===== src/rtl/crg_seq_ctrl.sv =====
// crg_seq_ctrl: clock-control sequencer for the clock/reset generator.
// Holds the PLL in reset, waits for a stable synchronized lock (with timeout
// and bounded retries), delays the system reset release, then applies clk1
// mux select / clk2 enable requests only after they have been stable.
module crg_seq_ctrl #(
  parameter int PLL_RST_CYC     = 16,
  parameter int LOCK_STABLE_CYC = 64,
  parameter int LOCK_TIMEOUT    = 4096,
  parameter int RST_REL_CYC     = 32,
  parameter int MAX_RETRY       = 3,
  parameter int SEL_STABLE_CYC  = 8
) (
  input  logic                                clk_src,
  input  logic                                rst_sys,
  input  logic                                pll_locked,
  input  logic                                clk1_pll_req,
  input  logic                                clk2_en_req,
  output logic                                pll_reset,
  output logic                                clk1_sel,
  output logic                                clk2_cen,
  output logic                                rst_n_sys,
  output logic                                ready,
  output logic                                sel_busy,
  output logic                                lock_fail,
  output logic [$clog2(MAX_RETRY+1)-1:0]      retry_cnt
);

  localparam int PCW = $clog2(((PLL_RST_CYC > RST_REL_CYC) ? PLL_RST_CYC : RST_REL_CYC) + 1);
  localparam int SCW = $clog2(LOCK_STABLE_CYC + 1);
  localparam int TCW = $clog2(LOCK_TIMEOUT + 1);
  localparam int RTW = $clog2(MAX_RETRY + 1);
  localparam int SSW = $clog2(SEL_STABLE_CYC + 1);

  localparam logic [PCW-1:0] PRST_LAST = PCW'(PLL_RST_CYC - 1);
  localparam logic [PCW-1:0] REL_LAST  = PCW'(RST_REL_CYC - 1);
  localparam logic [SCW-1:0] STB_MAX   = SCW'(LOCK_STABLE_CYC);
  localparam logic [TCW-1:0] TMO_LAST  = TCW'(LOCK_TIMEOUT - 1);
  localparam logic [TCW-1:0] TMO_MAX   = TCW'(LOCK_TIMEOUT);
  localparam logic [RTW-1:0] RETRY_MAX = RTW'(MAX_RETRY);
  localparam logic [SSW-1:0] SST_LAST  = SSW'(SEL_STABLE_CYC - 1);
  localparam logic [SSW-1:0] SST_MAX   = SSW'(SEL_STABLE_CYC);

  typedef enum logic [2:0] {
    S_PLL_RST, S_WAIT_LOCK, S_REL_DLY, S_RUN, S_FAIL
  } state_t;

  state_t         state_q, state_d;
  logic [PCW-1:0] cnt_q, cnt_d;     // phase counter for PLL_RST and REL_DLY
  logic [TCW-1:0] tmo_q, tmo_d;     // cycles spent in WAIT_LOCK
  logic [SCW-1:0] stb_q, stb_d;     // consecutive synced-lock cycles
  logic [RTW-1:0] retry_q, retry_d;
  logic           req1_q, req1_d, req2_q, req2_d;  // last sampled requests
  logic [SSW-1:0] sst_q, sst_d;                    // request stability count
  logic           app1_q, app1_d, app2_q, app2_d;  // applied requests
  logic           sync1_q, sync2_q;
  logic           run_d;

  logic pll_reset_q, clk1_sel_q, clk2_cen_q, rst_n_q, ready_q, sel_busy_q, lock_fail_q;

  wire lock_s = sync2_q;
  wire req_same = (clk1_pll_req == req1_q) && (clk2_en_req == req2_q);

  // Lock synchronizer; held clear while the PLL is in reset so lock must be
  // freshly observed after every PLL reset.
  always_ff @(posedge clk_src) begin
    if (rst_sys || pll_reset_q) begin
      sync1_q <= 1'b0;
      sync2_q <= 1'b0;
    end else begin
      sync1_q <= pll_locked;
      sync2_q <= sync1_q;
    end
  end

  // Next-state, counters and applied-request selection.
  always_comb begin
    state_d = state_q;
    cnt_d   = cnt_q;
    tmo_d   = tmo_q;
    stb_d   = stb_q;
    retry_d = retry_q;
    req1_d  = clk1_pll_req;
    req2_d  = clk2_en_req;
    sst_d   = '0;
    app1_d  = 1'b0;
    app2_d  = 1'b0;
    case (state_q)
      S_PLL_RST: begin
        if (cnt_q == PRST_LAST) begin
          state_d = S_WAIT_LOCK;
          cnt_d   = '0;
          tmo_d   = '0;
          stb_d   = '0;
        end else begin
          cnt_d = cnt_q + 1'b1;
        end
      end
      S_WAIT_LOCK: begin
        // Lock acceptance takes priority over a coincident timeout.
        if (stb_q == STB_MAX) begin
          state_d = S_REL_DLY;
          cnt_d   = '0;
        end else if (tmo_q == TMO_LAST) begin
          if (retry_q == RETRY_MAX) begin
            state_d = S_FAIL;
          end else begin
            retry_d = retry_q + 1'b1;
            state_d = S_PLL_RST;
            cnt_d   = '0;
          end
        end
        tmo_d = (tmo_q == TMO_MAX) ? tmo_q : tmo_q + 1'b1;
        if (!lock_s)             stb_d = '0;
        else if (stb_q != STB_MAX) stb_d = stb_q + 1'b1;
      end
      S_REL_DLY: begin
        if (!lock_s) begin
          state_d = S_PLL_RST;
          cnt_d   = '0;
        end else if (cnt_q == REL_LAST) begin
          state_d = S_RUN;
        end else begin
          cnt_d = cnt_q + 1'b1;
        end
      end
      S_RUN: begin
        if (!lock_s) begin
          state_d = S_PLL_RST;
          cnt_d   = '0;
        end else begin
          app1_d = app1_q;
          app2_d = app2_q;
          if (!req_same)              sst_d = '0;
          else if (sst_q == SST_MAX)  sst_d = sst_q;
          else                        sst_d = sst_q + 1'b1;
          // Only one output moves per cycle; clk1 select goes first.
          if (req_same && (sst_q >= SST_LAST)) begin
            if (app1_q != req1_q) app1_d = req1_q;
            else                  app2_d = req2_q;
          end
        end
      end
      S_FAIL:  state_d = S_FAIL;
      default: state_d = S_PLL_RST;
    endcase
    run_d = (state_d == S_RUN);
  end

  // State and registered outputs.
  always_ff @(posedge clk_src) begin
    if (rst_sys) begin
      state_q     <= S_PLL_RST;
      cnt_q       <= '0;
      tmo_q       <= '0;
      stb_q       <= '0;
      retry_q     <= '0;
      req1_q      <= 1'b0;
      req2_q      <= 1'b0;
      sst_q       <= '0;
      app1_q      <= 1'b0;
      app2_q      <= 1'b0;
      pll_reset_q <= 1'b1;
      clk1_sel_q  <= 1'b1;
      clk2_cen_q  <= 1'b0;
      rst_n_q     <= 1'b0;
      ready_q     <= 1'b0;
      sel_busy_q  <= 1'b0;
      lock_fail_q <= 1'b0;
    end else begin
      state_q     <= state_d;
      cnt_q       <= cnt_d;
      tmo_q       <= tmo_d;
      stb_q       <= stb_d;
      retry_q     <= retry_d;
      req1_q      <= req1_d;
      req2_q      <= req2_d;
      sst_q       <= sst_d;
      app1_q      <= app1_d;
      app2_q      <= app2_d;
      pll_reset_q <= (state_d == S_PLL_RST) || (state_d == S_FAIL);
      clk1_sel_q  <= !(run_d && app1_d);
      clk2_cen_q  <= run_d && app2_d;
      rst_n_q     <= run_d;
      ready_q     <= run_d;
      sel_busy_q  <= run_d && ((clk1_pll_req != app1_d) || (clk2_en_req != app2_d));
      lock_fail_q <= lock_fail_q || (state_d == S_FAIL);
    end
  end

  assign pll_reset = pll_reset_q;
  assign clk1_sel  = clk1_sel_q;
  assign clk2_cen  = clk2_cen_q;
  assign rst_n_sys = rst_n_q;
  assign ready     = ready_q;
  assign sel_busy  = sel_busy_q;
  assign lock_fail = lock_fail_q;
  assign retry_cnt = retry_q;

endmodule


===== config.mk =====
export PLATFORM = sky130hd
export DESIGN_NAME = crg_seq_ctrl
export DESIGN_NICKNAME = d
export VERILOG_FILES = /design/src/rtl/crg_seq_ctrl.sv
export SDC_FILE = /design/constraint.sdc
export NUM_CORES = 1
export LEC_CHECK = 0
export CAP_MARGIN = 15
export CORE_UTILIZATION = 53
export DETAILED_ROUTE_END_ITERATION = 16
export PLACE_DENSITY_LB_ADDON = 0.15
export SLEW_MARGIN = 20
export SYNTH_ARGS = -nofsm -noshare
export SYNTH_HDL_FRONTEND = slang
export SYNTH_SLANG_ARGS = --single-unit

===== constraint.sdc =====
create_clock -name clk_src -period 1.9 [get_ports clk_src]
set_input_delay 0.285 -clock clk_src [delete_from_list [all_inputs] [get_ports clk_src]]
set_output_delay 0.285 -clock clk_src [all_outputs]
set_load 0.005 [all_outputs]

### After elaboration in Yosys (flattened, before gate mapping)

Index checks and enable logic that the tools add are counted.

| cells by class | value |
|---|---|
| equality and inequality tests | 26 |
| multiplexer cells | 31 |
| bitwise gates (word level) | 5 |
| order comparisons | 1 |
| $add $sub $neg | 5 |
| reduce and logical (&&, ||, !) cells | 19 |

Operators with widths:

| kind | number |
|---|---|
| 6-bit two-way mux | 7 |
| 13-bit two-way mux | 2 |
| 13-bit case mux with 2 select lines | 1 |
| 6-bit case mux with 4 select lines | 1 |
| 3-bit two-way mux | 7 |
| 7-bit two-way mux | 3 |
| 3-bit case mux with 5 select lines | 1 |
| 7-bit case mux with 2 select lines | 1 |
| 13-bit by 1-bit adder with 13-bit output, second input constant | 1 |
| 13-bit by 12-bit == test with 1-bit output, second input constant | 1 |
| 13-bit == test, second input constant | 1 |
| 3-bit != test, second input constant | 4 |
| 3-bit by 2-bit == test with 1-bit output, second input constant | 3 |
| 1-bit two-way mux | 8 |
| 7-bit by 1-bit adder with 7-bit output, second input constant | 1 |
| 7-bit == test, second input constant | 1 |
| 7-bit != test, second input constant | 1 |
| 6-bit by 1-bit adder with 6-bit output, second input constant | 1 |
| 3-bit == test, second input constant | 2 |
| 6-bit by 4-bit == test with 1-bit output, second input constant | 1 |
| 6-bit by 5-bit == test with 1-bit output, second input constant | 1 |
| 3-bit logical NOT | 2 |
| 2-bit != test, second input constant | 3 |
| 3-bit AND reduction | 2 |
| other kinds (17) | 31 |

| word-level totals | value |
|---|---|
| output and inout bits | 9 |
| flip-flop bits (word level) | 47 |
| input port bits | 5 |
| logic and storage cells | 105 |

### Logic depth before layout (Yosys ltp)

| depth | value |
|---|---|
| depth in word-level cells | 9 |
| mapped depth | 7 |
| mapped depth without buffers | 7 |

### Least setup slack after synthesis

Ideal clock, no wire load.

| timing path | value |
|---|---|
| path type | register to register |
| start | register cnt_q[0] |
| end | register tmo_q[11] |
| cell stages (with the launch flop) | 7 |
| required time | 1830 ps |
| slack | 92 ps |
| arrival time | 1738 ps |
| library setup time | 70 ps |
| period minus slack after synthesis | 1808 ps |
| path buffers | 0 |
| cell sequence | dfxtp_1 > ha_1 > nand4b_4 > o21ai_4 > nand4_4 > or4_1 > a21oi_1 |

| on the way | value |
|---|---|
| word-level cells in the longest chain between the ends | 3 |

Ends and longest elaborated chain:

| element | line | text |
|---|---|---|
| start, declared | 48 | `logic [PCW-1:0] cnt_q, cnt_d;` |
| start signal, assigned | 171 | `cnt_q <= cnt_d;` |
| 6-bit by 4-bit == test with 1-bit output | 89 | `if (cnt_q == PRST_LAST) begin` |
| 2-bit != test (no line) | - |  |
| 3-bit AND reduction (no line) | - |  |
| end signal, assigned | 172 | `tmo_q <= tmo_d;` |
| end, declared | 49 | `logic [TCW-1:0] tmo_q, tmo_d;` |

No other way between the ends.
A chain may end at the register's enable or synchronous reset.

### Final worst setup path

| timing path | value |
|---|---|
| start | register retry_q[1], in the netlist retry_cnt[1] |
| end | register cnt_q[1] |

| on the way | value |
|---|---|
| word-level cells in the longest chain between the ends | 3 |

Ends and longest elaborated chain:

| element | line | text |
|---|---|---|
| start, declared | 51 | `logic [RTW-1:0] retry_q, retry_d;` |
| start signal, assigned | 174 | `retry_q <= retry_d;` |
| 2-bit == test | 104 | `if (retry_q == RETRY_MAX) begin` |
| 3-bit != test (no line) | - |  |
| 5-bit AND reduction (no line) | - |  |

No other way between the ends.

==> reports/summary.json <==
{
  "yosys": {
    "post-synth-top-area-fraction_pct": 38.2,
    "syn-mean-instance-area_um2": 8.68,
    "postSynthRegisterBits": 47,
    "synth_edf_count": 0,
    "synth.top_cells.by_area": "sky130_fd_sc_hd__dfxtp_1, sky130_fd_sc_hd__ha_1, sky130_fd_sc_hd__nor2_1, sky130_fd_sc_hd__a21oi_1, sky130_fd_sc_hd__nand4_1",
    "yosys.cell_types.count": 58,
    "synthesis.area_mm2": 0.00247,
    "syn-instance-count": 284,
    "async_reset_ff_share_pct": 0,
    "netlist.top_cell.by_area": "sky130_fd_sc_hd__dfxtp_1",
    "ys_dominant_reg_cell": "sky130_fd_sc_hd__dfxtp_1",
    "yosysSeqAreaShare_pct": 38.2,
    "yosys_warnings": 0,
    "synthesis.nets": 297
  },
  "cts": {
    "worst_skew_pair.late_latency_ns": 0.30,
    "cts_hold_buf": 0,
    "clk_transition_reported_paths_ns": 0.09,
    "cts_sinks": 47,
    "clockBufferDepth": 2,
    "tritoncts.num_buffers": 5,
    "tritoncts": "done",
    "cts-htree-levels": 2,
    "ctsRootBufferMaster": "sky130_fd_sc_hd__clkbuf_8"
  },
  "pwr": {
    "power.net_switching_mw": 0.397,
    "power.clock.fraction_pct": 36.2,
    "combPwrFrac_pct": 4.2,
    "internal_portion_of_total_power_mw": 1.28,
    "ir_drop_mv": 0.342,
    "power.share.sequential_pct": 59.6,
    "power.leakage_nw": 1.12,
    "switching_share_of_power_pct": 23.6,
    "powerDensity_mw_per_mm2": 572
  },
  "placed_design": {
    "placed_cells": 363,
    "gp_congestion": 0.812,
    "place_area_mm2": 0.00280,
    "dp_slack_ns": -0.0187,
    "place.detailed.hpwl_um": 3840,
    "numPortBuffers": 13
  },
  "die": {
    "std_cell_rows": 24,
    "io_pins": 14,
    "initial_core_utilization_pct": 55.9,
    "floorplan.die_area_mm2": 0.00493,
    "core_area_mm2": 0.00441,
    "die_width_um": 70.2,
    "die_h_um": 70.2
  },
  "final_layout": {
    "fraction_of_layout_instances_using_a_drive_strength_above_1_pct": 17.0,
    "synthToLayoutAreaGrowth_pct": 19.0,
    "n_fill_cell": 384,
    "final_core_utilization_pct": 66.5,
    "final_instance_area_mm2": 0.00294,
    "diodes": 0,
    "instances_no_fill": 375,
    "fin_nets": 335
  },
  "critical_path": {
    "crit_slowest_cell": "sky130_fd_sc_hd__or3b_2",
    "crit_chain": "ha_1, or3b_2, nor4_1, o21a_1, o2111ai_1, a21oi_1",
    "critPathMaxStageDelay_ns": 0.43,
    "crit_type": "register to register",
    "critPathArrivalTime_ns": 2.11,
    "setup.worst_path.start_class": "register",
    "path_max_fanout": 4,
    "worstSetupEndpointType": "register",
    "cp_data_required_time_ns": 2.14
  },
  "routing": {
    "drt_first_iter_violations": 116,
    "wire_length_per_cell_after_detailed_routing_um": 14.2,
    "via_density_per_instance": 5.89,
    "post_detailed_route_drc_marker_count": 0,
    "detail_route.first_pass.iterations": 5,
    "antenna_violating_nets_post_route": 0,
    "via_count": 2208,
    "finalWirelength_um": 5310
  },
  "sta": {
    "relSlewSlack_pct": 66.7,
    "rsz0062_at_grt": "yes",
    "post-route-worst-setup-slack_ns": 0.0326,
    "setup_viol": 0,
    "post_layout_minimum_cycle_time_ns": 1.87,
    "finalCritPeriodShare_pct": 98.3,
    "drv_slew": 0,
    "final_hold_viol_count": 0,
    "timing.clock.skew_ns": 0.00307,
    "fmax_mhz": 535,
    "worst-slew-pin-transition_ns": 0.494,
    "fin_setup_tns_ns": 0
  },
  "run": {
    "drv_cap": 0
  },
  "worst_hold_path": {
    "hp-class": "register to register"
  },
  "global_route": {
    "grt_max_degree": 17,
    "track_usage_pct": 23.0,
    "grt-ovfl-total": 0,
    "grt_first_pass_wirelength_um": 9070,
    "grt_pass1_vias": 2026,
    "grt_antenna_before_repair": 0
  },
  "status": {
    "outcome": "complete, no violations"
  }
}
## placed cells by master (no fill, tap or decap), drive strengths merged, types with 4 or more instances in the layout
cell	count
a21oi	18
and3	4
buf	28
clkbuf	5
clkdlybuf4s50	13
dfxtp	47
ha	8
inv	17
mux2i	6
nand2	20
nand3	14
nand4	16
nor2	26
nor2b	6
nor3	5
nor4	5
o21ai	11
or3	6
or4	6
xnor2	5
xor2	10
## Yosys cell counts (all sizes together) (2+ instances only)
cell type   n
a21oi      18
o21bai      2
and3        4
nand2b      2
nor2b       6
inv        17
xor2       10
dfxtp      47
and2        2
nor4b       2
nor3b       2
buf         5
clkbuf      5
ha          8
o31ai       2
a21o        3
nor3        5
or3         6
nand2      20
nand4      16
nor4        5
nor2       26
a31oi       3
a311oi      2
o211ai      3
o311a       2
a21boi      3
or4         6
o21ai      11
mux2i       6
xnor2       5
nand3      14
or3b        2
and4b       2
## final timing paths
| kind | from | endpoint | slack, ns | cells past startpoint |
|---|---|---|---|---|
| worst max-delay path | retry_cnt[1] | cnt_q[1] | 0.03 | 6 |
| worst min-delay path | lock_fail | lock_fail | 0.46 | 2 |
| worst min register to register | lock_fail | lock_fail | 0.46 | 2 |
| worst max register to register | retry_cnt[1] | cnt_q[1] | 0.03 | 6 |
## kinds of logic after synthesis
logic type                 Yosys count  share of synthesized area (%)
and+or+nand+nor                    124                           30.3
AOI/OAI and AO/OA                   57                           15.3
DFF                                 47                           38.2
muxes                                6                           2.44
adders and majority gates            8                           4.06
buffers and inverters               27                           4.46
xor gates and xnor gates            15                           5.33
## final cells by class
class / instances / area [um^2] / area share, %
multi-input cells: 210 / 1430 / 48.7
repair buffers: 41 / 340 / 11.6
flip-flops and latches: 47 / 947 / 32.3
well taps: 52 / 65.1 / 2.22
clock inverters: 3 / 20.0 / 0.682
inverters: 17 / 63.8 / 2.17
clock buffers: 5 / 68.8 / 2.34
## flip-flops by register name (all words and copies together) (netlist names), 2 cells and up
| register | flops |
|---|---|
| tmo_q | 13 |
| state_q | 3 |
| retry_cnt | 2 |
| stb_q | 7 |
| cnt_q | 6 |
| sst_q | 4 |
## stage by stage
stage	power [mW]	hold slack, ns
2_1_floorplan	1.06	0.413
3_3_place_gp	1.09	0.435
3_5_place_dp	1.09	0.450
4_1_cts	1.70	0.462
5_1_grt	1.74	0.474
6_report	1.68	0.456
## metal layers
metal | vias to the layer above | wire length (um) | global-route usage [%]
met5 | - | 0 | 0
met4 | 0 | 73 | 7.56
met3 | 7 | 185 | 4.47
met2 | 44 | 2520 | 38.9
met1 | 1047 | 2540 | 29.3
li1 | 1110 | - | -
## power by group through the flow
stage / Clock [mW] / Combinational (mW) / Sequential [mW]
after detailed placement: 0 / 0.0688 / 1.02
after global routing: 0.659 / 0.0789 / 1.00
after CTS: 0.630 / 0.0691 / 1.00
after floorplan: 0 / 0.0351 / 1.02
after global placement: 0 / 0.0681 / 1.02
final: 0.608 / 0.0711 / 1.00
## worst max-delay path: cells and delay by family (launching register included)
family | cells | cell delay (ns)
flip-flops | 1 | 0.34
AO/OA/AOI/OAI | 3 | 0.52
AND/OR/NAND/NOR | 2 | 0.76
adder cells (fa/ha/maj) | 1 | 0.19
## repair_timing
| item | in CTS | in global routing |
|---|---|---|
| setup buffers | 0 | 4 |
| setup endpoints to repair | 0 | 9 |
| gates resized for setup | 0 | 8 |
No activity file was read; power rests on OpenSTA's default activity.
